**src/rtl/pwm_ramp_ctrl.sv**
```systemverilog
// PWM config sequencer: validates period/duty loads and applies them at pwm_wrap, optionally ramping duty.
// Latency: act_* update the edge of pwm_wrap. No backpressure; a load always wins. Ramp slewing needs `PWM_RAMP_EN.
module pwm_ramp_ctrl #(
    parameter int          W          = 28,
    parameter int          STEP_W     = 16,
    parameter int unsigned DEF_PERIOD = 50000,
    parameter int unsigned DEF_DUTY   = 0
) (
    input  logic              CLK,
    input  logic              RST_N,
    input  logic [W-1:0]      cfg_period,
    input  logic [W-1:0]      cfg_duty,
    input  logic [STEP_W-1:0] cfg_step,
    input  logic              cfg_load,
    input  logic              pwm_wrap,
    output logic [W-1:0]      act_period,
    output logic [W-1:0]      act_duty,
    output logic              busy,
    output logic              done,
    output logic              cfg_err
);

    typedef enum logic [1:0] {IDLE, ARM, RAMP, DONE} state_t;

    state_t       state_q, state_d;
    logic [W-1:0] act_period_q, act_period_d;
    logic [W-1:0] act_duty_q, act_duty_d;
    logic [W-1:0] tgt_period_q, tgt_period_d;
    logic [W-1:0] tgt_duty_q, tgt_duty_d;
    logic         busy_q, busy_d;
    logic         done_q, done_d;
    logic         cfg_err_q, cfg_err_d;
    logic [W-1:0] upd_duty;

`ifdef PWM_RAMP_EN
    logic [STEP_W-1:0] tgt_step_q, tgt_step_d;
    logic [W-1:0]      clamped, diff, step_ext, inc;
    logic              up;

    // Clamp to the new period first so a shrinking period never leaves duty above it.
    always_comb begin
        clamped  = (act_duty_q > tgt_period_q) ? tgt_period_q : act_duty_q;
        up       = (tgt_duty_q >= clamped);
        diff     = up ? (tgt_duty_q - clamped) : (clamped - tgt_duty_q);
        step_ext = {{(W-STEP_W){1'b0}}, tgt_step_q};
        inc      = ((tgt_step_q == '0) || (step_ext > diff)) ? diff : step_ext;
        upd_duty = up ? (clamped + inc) : (clamped - inc);
    end
`else
    logic unused_cfg_step;
    assign unused_cfg_step = ^cfg_step;
    assign upd_duty = tgt_duty_q;
`endif

    always_comb begin
        state_d      = state_q;
        act_period_d = act_period_q;
        act_duty_d   = act_duty_q;
        tgt_period_d = tgt_period_q;
        tgt_duty_d   = tgt_duty_q;
        cfg_err_d    = cfg_err_q;
`ifdef PWM_RAMP_EN
        tgt_step_d   = tgt_step_q;
`endif
        if (cfg_load && (cfg_period < W'(2))) begin
            cfg_err_d = 1'b1;
        end
        if (cfg_load && (cfg_period >= W'(2))) begin
            tgt_period_d = cfg_period;
            tgt_duty_d   = (cfg_duty > cfg_period) ? cfg_period : cfg_duty;
            cfg_err_d    = (cfg_duty > cfg_period);
`ifdef PWM_RAMP_EN
            tgt_step_d   = cfg_step;
`endif
            state_d      = ARM;
        end else begin
            case (state_q)
                ARM, RAMP: begin
                    if (pwm_wrap) begin
                        act_period_d = tgt_period_q;
                        act_duty_d   = upd_duty;
                        state_d      = (upd_duty == tgt_duty_q) ? DONE : RAMP;
                    end
                end
                DONE:    state_d = IDLE;
                default: state_d = IDLE;
            endcase
        end
        busy_d = (state_d == ARM) || (state_d == RAMP);
        done_d = (state_d == DONE);
    end

    always_ff @(posedge CLK or negedge RST_N) begin
        if (!RST_N) begin
            state_q      <= IDLE;
            act_period_q <= W'(DEF_PERIOD);
            act_duty_q   <= W'(DEF_DUTY);
            tgt_period_q <= W'(DEF_PERIOD);
            tgt_duty_q   <= W'(DEF_DUTY);
            busy_q       <= 1'b0;
            done_q       <= 1'b0;
            cfg_err_q    <= 1'b0;
`ifdef PWM_RAMP_EN
            tgt_step_q   <= '0;
`endif
        end else begin
            state_q      <= state_d;
            act_period_q <= act_period_d;
            act_duty_q   <= act_duty_d;
            tgt_period_q <= tgt_period_d;
            tgt_duty_q   <= tgt_duty_d;
            busy_q       <= busy_d;
            done_q       <= done_d;
            cfg_err_q    <= cfg_err_d;
`ifdef PWM_RAMP_EN
            tgt_step_q   <= tgt_step_d;
`endif
        end
    end

    assign act_period = act_period_q;
    assign act_duty   = act_duty_q;
    assign busy       = busy_q;
    assign done       = done_q;
    assign cfg_err    = cfg_err_q;

endmodule
```
**config.mk**
```make
export PLATFORM = sky130hd
export DESIGN_NAME = pwm_ramp_ctrl
export DESIGN_NICKNAME = d
export VERILOG_FILES = /design/src/rtl/pwm_ramp_ctrl.sv
export SDC_FILE = /design/constraint.sdc
export NUM_CORES = 1
export LEC_CHECK = 0
export CAP_MARGIN = 20
export CORE_MARGIN = 2
export CORE_UTILIZATION = 53
export CTS_CLUSTER_DIAMETER = 120
export DETAILED_ROUTE_END_ITERATION = 8
export PLACE_DENSITY = 0.85
export SYNTH_ARGS = -nofsm -noshare
export SYNTH_HDL_FRONTEND = slang
export SYNTH_SLANG_ARGS = --single-unit
```
**constraint.sdc**
```tcl
create_clock -name CLK -period 3.3 [get_ports CLK]
set_input_delay 0.495 -clock CLK [delete_from_list [all_inputs] [get_ports CLK]]
set_output_delay 0.495 -clock CLK [all_outputs]
set_load 0.1 [all_outputs]
```
# After elaboration in Yosys (flattened, before gate mapping)
# Cells that the tools add are included.
# totals
ff_bits,117
in_bits,76
output_inout_bits,59
# op_classes
order_cmp,3
n_eq_ne,5
mux,6
n_bitwise,1
reduce_logical,6
# op_table
cell,count
$ge A28 B2 Y1 const B,1
$gt A28 B28 Y1,1
$lt A28 B2 Y1 const B,1
$mux W28,1
$eq A2 B2 Y1 const B,3
$mux W2,3
$eq A2 B1 Y1 const B,2
$reduce_and A3 Y1,1
$logic_and A1 B1 Y1,2
$mux W1,2
$reduce_bool A2 Y1,1
$reduce_or A2 Y1,1
$logic_or A1 B1 Y1,1
$not A1 Y1,1

# Logic depth before layout (Yosys ltp)
# Gate-level depths: netlist (run 1).
# logic_depth
word_depth,6
depth_mapped,10
ltp_nobuf,8

# Worst setup path after synthesis (run 1)
# Ideal clock, no wire load.
# synth_timing
path_type,input-to-reg
from,in cfg_period[27]
to,reg tgt_duty_q[15]
setup_time_ns,0.126
arrival_time_ns,2.057
required_ns,3.174
setup_slack_ns,1.117
stages,9
path_cell_list,inv_1 > ha_1 > nand4_2 > nor4_4 > o311ai_1 > buf_2 > buf_6 > a31oi_1 > a21oi_1
# synth_via
elab_chain_cells,2
# synth_rtl
element,line_no,rtl
from (decl),11,"input logic [W-1:0] cfg_period,"
$gt A28 B28 Y1 or $ge A28 B2 Y1 (tied branches),"70, 68",
$mux W28 or $logic_and A1 B1 Y1 (tied branches),"70, 68",
to (signal assigned),99,tgt_duty_q <= W'(DEF_DUTY);
to (signal assigned),111,tgt_duty_q <= tgt_duty_d;
to (decl),29,"logic [W-1:0] tgt_duty_q, tgt_duty_d;"
# Parallel ways exist; a longest one is shown, timed or not.
# A chain may end at the register's enable or synchronous reset.

# Worst setup path in the final report (run 1)
# layout_timing
from,in cfg_period[23]
to,reg tgt_duty_q[14]
# The elaborated chain is that of the path after synthesis.

==> results.yml, run 1 <==
route:
  drt_iter0_markers: 411
  dr.pass1.iters: 5
  vias: 4629
  wirelength_um: 14700
  drc: 0
  ant_nets: 0
  vias_per_cell: 6.01
  wire_per_inst_um: 19.0
timing:
  rsz0062_at_grt: "no"
  setup_viol: 0
  finalSetupTns_ns: 0
  maxSlewViolCount: 0
  clock.fmax_mhz: 373
  hold_viol_final: 0
  tightest_slew_ns: 0.993
  fin_crit_ns: 2.68
  clock_skew_ns: 0.00493
  period_share: 0.812
  slew-limit-headroom: 0.336
  whs_ns: 0.454
synth:
  ys_ff_latch: 117
  synth_area_sq_um: 5460
  synth_flop_cell: "dfrtp_1"
  synth.top_cell.area_share: 0.481
  synth.top_cells.by_area: "dfrtp_1, mux2_1, ha_1"
  synth_area_per_cell_sq_um: 11.0
  synth.distinct_cells: 34
  syn-num-nets: 601
  synth_edf_count: 0
  ys_warn_count: 0
  synthCells: 496
  yosysSeqAreaShare: 0.539
  synth_common_cells: "dfrtp_1, o21ai_0, a21oi_1, mux2_1, nand2_1"
  yosysMostFrequentCell: "dfrtp_1"
  async_reset_ff_frac: 1.00
  synth.largest_area_cell: "dfrtp_1"
place:
  hpwl_um: 9950
  gp_congestion: 0.911
  placed_area_sq_um: 6790
  io_buffers: 118
power:
  ir_drop_v: 0.000577
  p_clk_frac: 0.289
  comb_power_share: 0.407
  switching_share: 0.448
  seq_power_share: 0.304
  internal-power_uw: 3460
  powerDensity_nw_per_um2: 846
  p_leak_uw: 0.00318
  power.switching_uw: 2810
die:
  core_area_sq_um: 10100
  rows: 37
  ioPinCount: 135
  die_x_um: 105
  die_area_sq_um: 11100
  start_util: 0.538
  die_h_um: 105
critical_path:
  cp-end-kind: "flop"
  worstPathRequired_ns: 3.73
  cp.arrival_ns: 3.12
  path_max_fanout: 18
  start_kind: "input port"
  crit_type: "input port to flop"
  r2r_cells: 5
global_routing:
  track_usage: 0.283
  grt_max_degree: 85
  antenna_found_initial: 1
  grt_pass1_vias: 4697
  overflow: 0
  grt_pass1_wl_um: 24400
final_layout:
  finish.instance_area_sq_um: 7410
  nNetsFinal: 726
  antenna_cells: 0
  areaGrowthSynthToFinish_pct: 35.7
  layout-drive-gt1-share: 0.142
min_path:
  hold_path_class: "input port to asynchronous set/reset pin"
clocking:
  numCtsBuffers: 17
  clockBufferDepth: 2
  clk_latency_ns: 0.52
  postCtsSetupRepairBufs: 0
  numClockSinks: 117
  cts_tree: "built"
  root_buffer: "clkbuf_8"
  clkTransAtPathRegs_ns: 0.06
  h-tree-depth: 4
run:
  maxCapViolations: 0
status:
  outcome: "completed"
[worst max-delay path, cell delays in order]
cell and delay, ns:
clkdlybuf4s50_1 0.54, inv_1 0.10, ha_1 0.33, nand4_1 0.23
nor4_4 0.51, o311a_2 0.46, buf_12 0.19, o21ai_1 0.08
a21oi_1 0.17
[stage by stage]
stage	utilization	cells	setup slack [ns]	power, uW
2_1_floorplan	-	496	1.12	3780
3_3_place_gp	0.670	736	0.257	4400
3_5_place_dp	0.670	736	0.161	4460
4_1_cts	0.727	768	0.676	6280
5_1_grt	0.731	770	0.521	6480
6_report	0.731	770	0.619	6270
[metal layers]
layer / part of all wire / global-route usage
met5: 0.00089 / 0
met4: 0.043 / 0.127
met3: 0.079 / 0.0612
met2: 0.49 / 0.467
met1: 0.39 / 0.361
[power by group through the flow]
stage | logic (uW) | registers, uW | clock network (uW)
after floorplan | 388 | 3390 | 0
after global placement | 2500 | 1900 | 0
after detailed placement | 2530 | 1920 | 0
after CTS | 2550 | 1900 | 1820
after global routing | 2640 | 1940 | 1900
final | 2550 | 1900 | 1810
[cell type report]
class,instances,area (sq um)
Timing Repair Buffer,134,1350
Fill cell,640,2730
Clock inverter,15,170
Sequential cell,117,2940
Inverter,28,105
Multi-Input combinational cell,323,2250
Clock buffer,17,414
Tap cell,136,170
[registers in the layout, indices dropped and copies added (netlist names)]
name,flops
tgt_period_q,28
done,1
state_q,2
cfg_err,1
tgt_duty_q,28
busy,1
act_period,28
act_duty,28
[final timing paths]
check,to,slack (ns),start
worst min-delay path,tgt_period_q[7],0.45,RST_N
max in group asynchronous,act_duty[17],1.94,RST_N
worst max register to register,act_duty[27],1.65,state_q[1]
min in group CLK,tgt_period_q[23],0.48,tgt_period_q[23]
worst min register to register,tgt_period_q[23],0.48,tgt_period_q[23]
worst max-delay path,tgt_duty_q[14],0.62,cfg_period[23]
[cell families (layout without fill, tap and decap cells)]
| kind of cell | count (synthesis) | in the layout | synth area share |
|---|---|---|---|
| flops | 117 | 117 | 0.539 |
| buf+inv | 56 | 194 | 0.0548 |
| mux | 56 | 56 | 0.116 |
| compound gates | 143 | 143 | 0.144 |
| fa+ha+maj | 29 | 29 | 0.0665 |
| simple gates | 95 | 95 | 0.0802 |
[cell usage in the layout, fill, tap and decap left out, types with 2 or more instances in the layout]
cell type,instances
a21oi_1,44
a31oi_1,29
buf_12,4
buf_4,18
bufinv_16,2
clkbuf_16,16
clkdlybuf4s50_1,110
clkinvlp_4,4
dfrtp_1,105
dfstp_2,12
ha_1,29
inv_1,28
inv_6,5
inv_8,2
mux2_1,40
mux2_2,16
nand2_1,37
nand3_1,2
nand4_1,7
nor2_1,32
nor2b_1,3
nor3_1,2
nor4_1,6
o21ai_0,45
o21ai_1,17
[repair_timing]
action,CTS,global route
resized for setup,0,0
hold endpoints to repair,0,27
hold buffers,0,1
Power figures use the tool's default switching activity.
==> run 2, diff against run 1 <==
CORE_UTILIZATION = 50   (was 53)
PLACE_DENSITY = 0.81   (was 0.85)
clock period = 2.8 ns   (was 3.3 ns; I/O delays follow)
==> results.yml, run 2 (synthesis results as in run 1) <==
status:
  outcome: "completed"
place:
  place_ws_ns: -0.105
  dpl.cell_count: 748
  io_buffers: 118
  hpwl_um: 10000
  gp_congestion: 0.961
power:
  p_leak_uw: 0.00331
  powerDensity_nw_per_um2: 1020
  ir_drop_v: 0.000716
timing:
  clock.fmax_mhz: 409
  finalSetupTns_ns: 0
  tightest_slew_ns: 0.744
  slew-limit-headroom: 0.504
  whs_ns: 0.480
  worst_slack_ns: 0.355
  hold_viol_final: 0
  period_share: 0.873
  clock_skew_ns: 0.00784
  fin_crit_ns: 2.44
  maxSlewViolCount: 0
  setup_viol: 0
  rsz0062_at_grt: "no"
route:
  vias: 4476
  drt_iter0_markers: 374
  dr.pass1.iters: 5
  ant_nets: 0
  wirelength_um: 14600
  drc: 0
  wire_per_inst_um: 18.7
  vias_per_cell: 5.73
final_layout:
  layout-drive-gt1-share: 0.231
  antenna_cells: 0
  final_cells: 781
  layout_commonest_cell: "dfrtp_1"
  final_cell_mix: "dfrtp_1, buf_4, clkdlybuf4s50_1, o21ai_0, a21oi_1"
  nFillCells: 790
  multiInputGateArea_sq_um: 2250
  seq_area_sq_um: 2940
  areaGrowthSynthToFinish_pct: 36.0
  nNetsFinal: 733
global_routing:
  antenna_found_initial: 0
  grt_pass1_vias: 4455
  grt_pass1_wl_um: 23200
  overflow: 0
  grt_max_degree: 68
  track_usage: 0.261
critical_path:
  crit_end: "tgt_duty_q[21]"
  r2r_cells: 5
  path_max_fanout: 25
  start_kind: "input port"
  crit-reg2reg-launch: "state_q[0]"
  worstPathRequired_ns: 3.21
  rrSetupSlack_ns: 1.13
  cp-end-kind: "flop"
  crit_type: "input port to flop"
  rr_endpoint: "act_duty[25]"
  startpoint: "cfg_period[23]"
  cp.arrival_ns: 2.86
clocking:
  cts_tree: "built"
  numClockSinks: 117
  numCtsBuffers: 17
  root_buffer: "clkbuf_8"
  h-tree-depth: 4
  clk_latency_ns: 0.50
  clockBufferDepth: 2
  clkTransAtPathRegs_ns: 0.06
die:
  die_h_um: 108
  die_area_sq_um: 11800
  die_x_um: 108
  rows: 38
  ioPinCount: 135
  core_area_sq_um: 10700
  start_util: 0.508
min_path:
  min_path_cells: 2
  hold_path_class: "flop to flop"
run:
  maxCapViolations: 0
run 2: how the worst min path moves through the flow:
stage,to,startpoint
3_5_place_dp,tgt_period_q[0],tgt_period_q[0]
3_3_place_gp,tgt_period_q[0],tgt_period_q[0]
4_1_cts,tgt_period_q[1],tgt_period_q[1]
2_1_floorplan,act_duty[0],RST_N
5_1_grt,tgt_period_q[8],tgt_period_q[8]
6_report,tgt_period_q[3],tgt_period_q[3]
run 2: area by class of cell:
type,instances,area share
Timing Repair Buffer,141,0.176
Multi-Input combinational cell,323,0.304
Tap cell,140,0.0236
Sequential cell,117,0.396
Clock inverter,14,0.0302
Inverter,28,0.0142
Clock buffer,18,0.0563
run 2: per-stage QoR:
stage	cell area [sq um]	util	power, uW
after floorplan	5460	-	4460
after global placement	6770	0.630	5140
after CTS	7420	0.691	7570
after detailed placement	6770	0.630	5190
final	7420	0.691	7540
after global routing	7420	0.691	7800
run 2: critical path, stage by stage:
cell and delay (ns):
clkdlybuf4s50_1 0.53, inv_1 0.10, ha_1 0.32, nand4_1 0.22
nor4_4 0.48, a32o_1 0.27, buf_12 0.20, a31oi_1 0.12
a21oi_1 0.19
run 2: per-layer routing:
layer | share of wire | global-route usage
met3 | 0.056 | 0.0410
met2 | 0.51 | 0.437
met4 | 0.015 | 0.0861
met5 | 0 | 0
met1 | 0.42 | 0.348
run 2: report_power, final:
group	internal, uW	switching, uW	total (uW)
combinational	671	2270	2940
sequential	2050	198	2250
clock	1550	806	2350
run 2: what timing repair did:
item                                   CTS  global route
buffers inserted                         0             0
gates resized for setup                  0             0
endpoints found under the hold margin   10             0
hold buffers                             1             0
==> run 3, diff against run 2 <==
ABC_CLOCK_PERIOD_IN_PS = 2800   (was not set)
==> results of run 3 <==
The final DEF is identical to that of run 2; final timing and power are the same.
